`src/rtl/mem_port_arbiter.sv`:
```
// Arbitrates the mips_cpu fetch and data channels onto one memory port,
// one transaction in flight at a time, with round-robin tie-breaking.
module mem_port_arbiter #(
    parameter int ADDR_W = 32,
    parameter int DATA_W = 32
) (
    input  logic                clk,
    input  logic                rst,
    // Fetch channel
    input  logic [ADDR_W-1:0]   PC,
    input  logic                Inst_Req_Valid,
    output logic                Inst_Req_Ack,
    output logic [DATA_W-1:0]   Instruction,
    output logic                Inst_Valid,
    input  logic                Inst_Ack,
    // Data channel
    input  logic [ADDR_W-1:0]   Address,
    input  logic                MemRead,
    input  logic                MemWrite,
    input  logic [DATA_W-1:0]   Write_data,
    input  logic [DATA_W/8-1:0] Write_strb,
    output logic                Mem_Req_Ack,
    output logic [DATA_W-1:0]   Read_data,
    output logic                Read_data_Valid,
    input  logic                Read_data_Ack,
    // Unified memory port
    output logic                mem_req_valid,
    input  logic                mem_req_ready,
    output logic                mem_req_wr,
    output logic [ADDR_W-1:0]   mem_addr,
    output logic [DATA_W-1:0]   mem_wdata,
    output logic [DATA_W/8-1:0] mem_wstrb,
    input  logic                mem_rsp_valid,
    input  logic [DATA_W-1:0]   mem_rsp_data,
    output logic                mem_rsp_ready,
    // Performance counters
    output logic [31:0]         arb_wait_cnt,
    output logic [31:0]         arb_tx_cnt
);

    localparam int STRB_W = DATA_W / 8;

    typedef enum logic [1:0] {
        IDLE = 2'd0,
        REQ  = 2'd1,
        RSP  = 2'd2
    } state_t;

    state_t              state_q, state_d;
    logic                owner_q, owner_d;   // 0 = fetch, 1 = data
    logic                last_q, last_d;
    logic [ADDR_W-1:0]   addr_q, addr_d;
    logic [DATA_W-1:0]   wdata_q, wdata_d;
    logic [STRB_W-1:0]   wstrb_q, wstrb_d;
    logic                wr_q, wr_d;
    logic [31:0]         wait_cnt_q, wait_cnt_d;
    logic [31:0]         tx_cnt_q, tx_cnt_d;

    logic dreq;
    logic grant_data;
    logic cpu_ack;
    logic wait_inc;
    logic tx_inc;

    assign dreq = MemRead | MemWrite;

    always_ff @(posedge clk or negedge rst) begin
        if (!rst) begin
            state_q    <= IDLE;
            owner_q    <= 1'b0;
            last_q     <= 1'b1;
            addr_q     <= '0;
            wdata_q    <= '0;
            wstrb_q    <= '0;
            wr_q       <= 1'b0;
            wait_cnt_q <= '0;
            tx_cnt_q   <= '0;
        end else begin
            state_q    <= state_d;
            owner_q    <= owner_d;
            last_q     <= last_d;
            addr_q     <= addr_d;
            wdata_q    <= wdata_d;
            wstrb_q    <= wstrb_d;
            wr_q       <= wr_d;
            wait_cnt_q <= wait_cnt_d;
            tx_cnt_q   <= tx_cnt_d;
        end
    end

    always_comb begin
        state_d         = state_q;
        owner_d         = owner_q;
        last_d          = last_q;
        addr_d          = addr_q;
        wdata_d         = wdata_q;
        wstrb_d         = wstrb_q;
        wr_d            = wr_q;
        grant_data      = 1'b0;
        mem_req_valid   = 1'b0;
        Inst_Req_Ack    = 1'b0;
        Mem_Req_Ack     = 1'b0;
        Inst_Valid      = 1'b0;
        Read_data_Valid = 1'b0;
        mem_rsp_ready   = 1'b0;

        case (state_q)
            IDLE: begin
                if (Inst_Req_Valid || dreq) begin
                    // On a tie the channel not served last time wins.
                    grant_data = dreq && (!Inst_Req_Valid || !last_q);
                    owner_d    = grant_data;
                    last_d     = grant_data;
                    if (grant_data) begin
                        addr_d  = Address;
                        wdata_d = Write_data;
                        wstrb_d = Write_strb;
                        wr_d    = MemWrite;
                    end else begin
                        addr_d  = PC;
                        wdata_d = '0;
                        wstrb_d = '0;
                        wr_d    = 1'b0;
                    end
                    state_d = REQ;
                end
            end

            REQ: begin
                mem_req_valid = 1'b1;
                if (mem_req_ready) begin
                    Inst_Req_Ack = !owner_q;
                    Mem_Req_Ack  = owner_q;
                    state_d      = wr_q ? IDLE : RSP;
                end
            end

            RSP: begin
                Inst_Valid      = mem_rsp_valid && !owner_q;
                Read_data_Valid = mem_rsp_valid && owner_q;
                mem_rsp_ready   = owner_q ? Read_data_Ack : Inst_Ack;
                if (mem_rsp_valid && mem_rsp_ready) begin
                    state_d = IDLE;
                end
            end

            default: begin
                state_d = IDLE;
            end
        endcase
    end

    // A pending CPU request counts as waiting in every cycle it is not acked.
    assign cpu_ack    = Inst_Req_Ack | Mem_Req_Ack;
    assign wait_inc   = (Inst_Req_Valid | dreq) & ~cpu_ack;
    assign tx_inc     = mem_req_valid & mem_req_ready;
    assign wait_cnt_d = wait_cnt_q + {31'd0, wait_inc};
    assign tx_cnt_d   = tx_cnt_q + {31'd0, tx_inc};

    assign mem_req_wr   = wr_q;
    assign mem_addr     = addr_q;
    assign mem_wdata    = wdata_q;
    assign mem_wstrb    = wstrb_q;
    assign Instruction  = mem_rsp_data;
    assign Read_data    = mem_rsp_data;
    assign arb_wait_cnt = wait_cnt_q;
    assign arb_tx_cnt   = tx_cnt_q;

endmodule

```
`config.mk`:
```
export PLATFORM = sky130hd
export DESIGN_NAME = mem_port_arbiter
export DESIGN_NICKNAME = d
export VERILOG_FILES = /design/src/rtl/mem_port_arbiter.sv
export SDC_FILE = /design/constraint.sdc
export NUM_CORES = 1
export LEC_CHECK = 0
export CORE_MARGIN = 3
export CORE_UTILIZATION = 25
export DETAILED_ROUTE_END_ITERATION = 16
export SYNTH_ARGS = -nofsm -noshare
export SYNTH_HDL_FRONTEND = slang
export SYNTH_SLANG_ARGS = --single-unit
```
`constraint.sdc`:
```
create_clock -name clk -period 3.6 [get_ports clk]
set_input_delay 1.08 -clock clk [delete_from_list [all_inputs] [get_ports clk]]
set_output_delay 1.08 -clock clk [all_outputs]
set_load 0.1 [all_outputs]
```
==> metrics.cfg, run 1 <==
[timing]
setup_ws_ns=0.230
whs_ns=0.473
hold_viol_final=0
slew_headroom_pct=43.4
min_period_over_period_pct=93.6
final-setup-viol-count=0
min_period_ns=3.37
rsz0062_at_grt=no
fmax_ghz=0.297
tightestPinTransition_ns=0.842
finClkSkew_ns=0.00927
setup_tns_ns=0
slew_violations=0

[logic_synthesis]
synth-edff-count=0
synthCells=559
synth_area_sq_um=6300
synth_fp_nets=704
yosysSeqAreaShare_pct=54.4
synth-warning-count=0
syn_avg_cell_area_sq_um=11.3
synth_cell_type_count=36
async_flop_share_pct=100
synth_flop_cell=dfrtp_1
ys_ff_latch=137

[placement]
gp_congestion=0.725
dpl.hpwl_microns=12500
pre_cts_ws_ns=0.115
io_buffers=247
place_area_sq_um=8460

[final_layout]
final_cell_mix=buf_4 (142), dfrtp_1 (136), clkdlybuf4s50_1 (107), nand2_1 (51)
fill_cells=2501
multi_input_area_sq_um=2290
nNetsFinal=894
final_common_cell=buf_4
area_growth_pct=44.2
num_antenna_cells=0
final_layout_size_suffix_gt1_share_pct=25.7
regArea_sq_um=3430
stdcell_area_sq_um=9090

[worst_setup_path]
cpPeakStageDelay_ns=0.52
crit_type=input pin to output pin
arrival_ns=2.29
cp_max_fo=4
slowest_stage=clkdlybuf4s50_1
crit_path_end_kind=output pin
worstPathCellList=clkdlybuf4s50_1 > and2_1 > nor2b_1 > buf_12
cp.required_ns=2.52
startpoint_type=input pin

[power_and_ir_drop]
p_switching_mw=5.17
switching_share_pct=54.8
p_leak_nw=4.34
peakVddDrop_mv=0.718
p_int_mw=4.27
power.density_nw_per_um2=1040
clkPwrFrac_pct=20.0
seqPwrFrac_pct=24.8
p_comb_share_pct=55.2

[clock_network]
postCtsSetupBuffers=0
clk_latency_ns=0.42
clk_path_buf_depth=2
cts_num_sinks=137
hold_buffers=0
htreeDepth=4
clk_pin_slew_worst_paths_ns=0.06
cts_buffers=17
cts_tree=yes
cts_resized=0
root_buffer=clkbuf_16

[global_routing]
antenna_found_initial=0
grt.overflow.total=0
grt_pass1_vias=4631
grtUsageTotal_pct=12.4
grt_pass1_wl_microns=26200
grt_max_degree=85

[routing]
first_pass_iters=4
drt_iter0_drc=255
wl_microns=16800
ant_nets=0
vias=4690
drc=0
wire_per_inst_microns=15.5
via_per_inst=4.32

[job]
max_cap_violations=0

[worst_hold_path]
hold_path.class=flop to flop

[status]
outcome=finished, final reports clean

[die]
start_util_pct=25.7
rows=57
die_h_microns=165
io_pins=344
die_x_microns=165
dieArea_sq_um=27200
core_area_sq_um=24500

[path summary, 6_finish.rpt]
kind | start | to | slack (ns) | cells after the start
max | mem_req_ready | Inst_Req_Ack | 0.23 | 4
min | arb_wait_cnt[31] | arb_wait_cnt[31] | 0.47 | 1
max reg2reg | state_q[0] | arb_tx_cnt[30] | 1.07 | 8
min reg2reg | arb_wait_cnt[31] | arb_wait_cnt[31] | 0.47 | 1
max in group asynchronous | rst | arb_wait_cnt[6] | 2.26 | 2
min in group asynchronous | rst | mem_wdata[13] | 0.60 | 1
[critical path, delay by kind of cell]
family	cells	cell delay (ns)
buffers and inverters	2	0.73
and+or+nand+nor	2	0.47
[state kept, by name, indices dropped and copies added (netlist names), 2 cells and up]
| signal | flops |
|---|---|
| mem_addr | 32 |
| arb_tx_cnt | 32 |
| mem_wdata | 32 |
| arb_wait_cnt | 32 |
| state_q | 2 |
| mem_wstrb | 4 |
[metal layers]
layer  vias to the layer above  part of all wire (%)  global-route usage (%)
met5                         -                     0                       0
met4                         0                   1.2                    4.00
met3                        13                   7.7                    4.44
met2                       171                    47                    19.1
met1                      2233                    44                    16.3
li1                       2273                     -                       -
[synthesized netlist by cell type (all sizes together), types with 2 or more instances]
master | instances | share of area [%]
nand2 | 51 | 3.0
and4 | 6 | 0.85
nor2b | 3 | 0.30
a21o | 2 | 0.24
nor2 | 14 | 0.83
nor3b | 2 | 0.24
or3 | 2 | 0.20
nand3 | 24 | 1.9
and3 | 11 | 1.1
a22o | 37 | 5.1
nor4 | 6 | 1.3
buf | 75 | 8.5
dfrtp | 136 | 54
xnor2 | 37 | 5.1
or4 | 2 | 0.30
and2 | 2 | 0.20
ha | 4 | 0.79
nand4 | 18 | 1.9
clkbuf | 12 | 0.71
mux2i | 33 | 5.2
nor3 | 13 | 1.0
inv | 8 | 0.48
o21ai | 34 | 2.7
xor2 | 23 | 3.2
[power by group through the flow]
stage,Combinational [mW],Clock (mW),Sequential (mW)
final,5.21,1.89,2.34
after global routing,5.44,2.03,2.40
after CTS,5.27,1.96,2.34
after detailed placement,5.28,0,2.35
after global placement,5.26,0,2.34
after floorplan,1.33,0,5.32
[cell families (layout without fill, tap and decap cells)]
group / count (synthesis) / after routing / share of synthesized area (%)
compound gates: 74 / 74 / 8.16
xor+xnor: 60 / 60 / 8.34
fa+ha+maj: 4 / 4 / 0.794
buf+inv: 95 / 298 / 9.71
flops: 137 / 137 / 54.4
mux: 33 / 33 / 5.24
simple gates: 156 / 156 / 13.4
[layout make-up]
class                      count  share of cell area (%)
sequential                   137                    37.7
inverter                       8                   0.330
clock inverter                15                    2.23
multi-input combinational    327                    25.2
timing repair buffer         258                    25.4
tap                          324                    4.46
clock buffer                  17                    4.68
[stage by stage]
step / total power, mW / utilization, % / std cells
after floorplan: 6.66 / - / 559
after global placement: 7.60 / 34.5 / 1054
after detailed placement: 7.63 / 34.5 / 1054
after CTS: 9.57 / 37.0 / 1086
after global routing: 9.87 / 37.0 / 1086
final: 9.44 / 37.0 / 1086
Power figures use the tool's default switching activity.
==> run 2: changes to the inputs <==
CTS_CLUSTER_SIZE = 12   (was unset)
==> results of run 2 <==
The final DEF is identical to that of run 1; final timing and power are the same.
==> run 3: changes to the inputs <==
CTS_BUF_LIST = sky130_fd_sc_hd__clkbuf_8   (was unset)
==> metrics.cfg, run 3 (same netlist as run 1, synthesis figures left out) <==
[clock_network]
hold_buffers=0  ; unchanged
clk_path_buf_depth=2  ; unchanged
postCtsSetupBuffers=0  ; unchanged
cts_num_sinks=137  ; unchanged
clk_latency_ns=0.45  ; +0.03 ns
cts_resized=0  ; unchanged
root_buffer=clkbuf_8
htreeDepth=4  ; unchanged
cts_buffers=17  ; unchanged
cts_tree=yes
clk_pin_slew_worst_paths_ns=0.09  ; +0.03 ns

[job]
max_cap_violations=0  ; unchanged

[routing]
via_per_inst=4.34  ; +0.51%
wire_per_inst_microns=15.5  ; about the same
drc=0  ; unchanged
first_pass_iters=4  ; unchanged
drt_iter0_drc=246  ; -3.5%
vias=4714  ; +0.51%
ant_nets=0  ; unchanged
wl_microns=16800  ; about the same

[timing]
finClkSkew_ns=0.0176  ; +0.00834 ns
whs_ns=0.477  ; +0.00367 ns
slew_headroom_pct=43.4  ; unchanged
min_period_ns=3.39  ; +0.0154 ns
fmax_ghz=0.295  ; -0.45%
hold_viol_final=0  ; unchanged
min_period_over_period_pct=94.0  ; +0.43 points
final-setup-viol-count=0  ; unchanged
slew_violations=0  ; unchanged
tightestPinTransition_ns=0.842  ; unchanged
setup_tns_ns=0  ; unchanged
setup_ws_ns=0.215  ; -0.0154 ns
rsz0062_at_grt=no

[worst_setup_path]
r2r_start=state_q[0]
cpPeakStageDelay_ns=0.52  ; about the same
reg2reg_to=arb_tx_cnt[30]
cp_max_fo=4  ; unchanged
worstPathCellList=clkdlybuf4s50_1 > and2_1 > nor2b_1 > buf_12
arrival_ns=2.31  ; +0.02 ns
rrSetupSlack_ns=1.04  ; -0.03 ns
crit_path_end_kind=output pin
crit_type=input pin to output pin
rr_worst_depth=8  ; unchanged
cp.required_ns=2.52  ; about the same
startpoint_type=input pin
slowest_stage=clkdlybuf4s50_1

[worst_hold_path]
hold_depth=1  ; unchanged
hold_path.class=flop to flop
min-delay-start=arb_wait_cnt[31]
hold_end=arb_wait_cnt[31]

[final_layout]
num_antenna_cells=0  ; unchanged
area_growth_pct=41.1
final_layout_size_suffix_gt1_share_pct=25.7  ; unchanged
fill_cells=2516  ; +0.60%
final_common_cell=buf_4
final_cell_mix=buf_4 (142), dfrtp_1 (136), clkdlybuf4s50_1 (107), nand2_1 (51)
nNetsFinal=894  ; unchanged

[die]
die_h_microns=165  ; unchanged
die_x_microns=165  ; unchanged
core_area_sq_um=24500  ; unchanged
io_pins=344  ; unchanged
start_util_pct=25.7  ; unchanged
dieArea_sq_um=27200  ; unchanged
rows=57  ; unchanged

[global_routing]
grtUsageTotal_pct=12.5  ; +0.053 points
grt.overflow.total=0  ; unchanged
antenna_found_initial=0  ; unchanged
grt_max_degree=85  ; unchanged
grt_pass1_wl_microns=26200  ; about the same
grt_pass1_vias=4632  ; +0.022%

[placement]
io_buffers=247  ; unchanged
dpl.hpwl_microns=12500  ; unchanged
gp_congestion=0.725  ; unchanged
pre_cts_ws_ns=0.115  ; unchanged

[power_and_ir_drop]
p_leak_nw=4.25  ; -2.0%
peakVddDrop_mv=0.718  ; about the same
total_power_mw=8.97  ; -4.9%
power.density_nw_per_um2=1010  ; -2.9%

[status]
outcome=finished, final reports clean

==> run 3: worst max-delay path by stage <==
stage | start | to | slack [ns] | cells after the start
after floorplan | state_q[1] | Inst_Req_Ack | -0.39 | 3
after global placement | mem_req_ready | arb_tx_cnt[30] | 0.15 | 8
after detailed placement | mem_req_ready | arb_tx_cnt[30] | 0.11 | 8
after CTS | mem_req_ready | Inst_Req_Ack | 0.21 | 4
after global routing | mem_req_ready | Inst_Req_Ack | 0.15 | 4
final | mem_req_ready | Inst_Req_Ack | 0.21 | 4
==> run 3: where the power goes <==
part | total (mW) | switching [mW] | internal, mW
Sequential | 2.34 | 0.339 | 2.00
Combinational | 5.21 | 4.07 | 1.15
Clock | 1.43 | 0.711 | 0.715
Total | 8.97 | 5.11 | 3.86
==> run 3: stage by stage <==
| stage | instance area, sq um | cells | util (%) |
|---|---|---|---|
| finish | 8900 | 1086 | 36.3 |
| CTS | 8900 | 1086 | 36.3 |
| global placement | 8460 | 1054 | 34.5 |
| floorplan | 6310 | 559 | - |
| detailed placement | 8460 | 1054 | 34.5 |
| global route | 8900 | 1086 | 36.3 |
==> run 3: worst max-delay path, delay by kind of cell <==
kind / cells / cell delay [ns]
buffers and inverters: 2 / 0.73
and+or+nand+nor: 2 / 0.50
==> run 3: area by class of cell <==
| cell class | count | area [sq um] | area share, % |
|---|---|---|---|
| Clock buffer | 17 | 234 | 2.63 |
| Timing Repair Buffer | 258 | 2310 | 25.9 |
| Multi-Input combinational cell | 327 | 2290 | 25.7 |
| Tap cell | 324 | 405 | 4.56 |
| Clock inverter | 15 | 203 | 2.28 |
| Sequential cell | 137 | 3430 | 38.5 |
| Inverter | 8 | 30.0 | 0.338 |
==> run 3: metal layers <==
metal / up-vias / GRT usage [%] / routed length (microns)
li1: 2267 / - / -
met3: 10 / 4.82 / 1320
met5: - / 0 / 0
met2: 183 / 19.2 / 8050
met4: 0 / 3.77 / 148
met1: 2254 / 16.2 / 7290
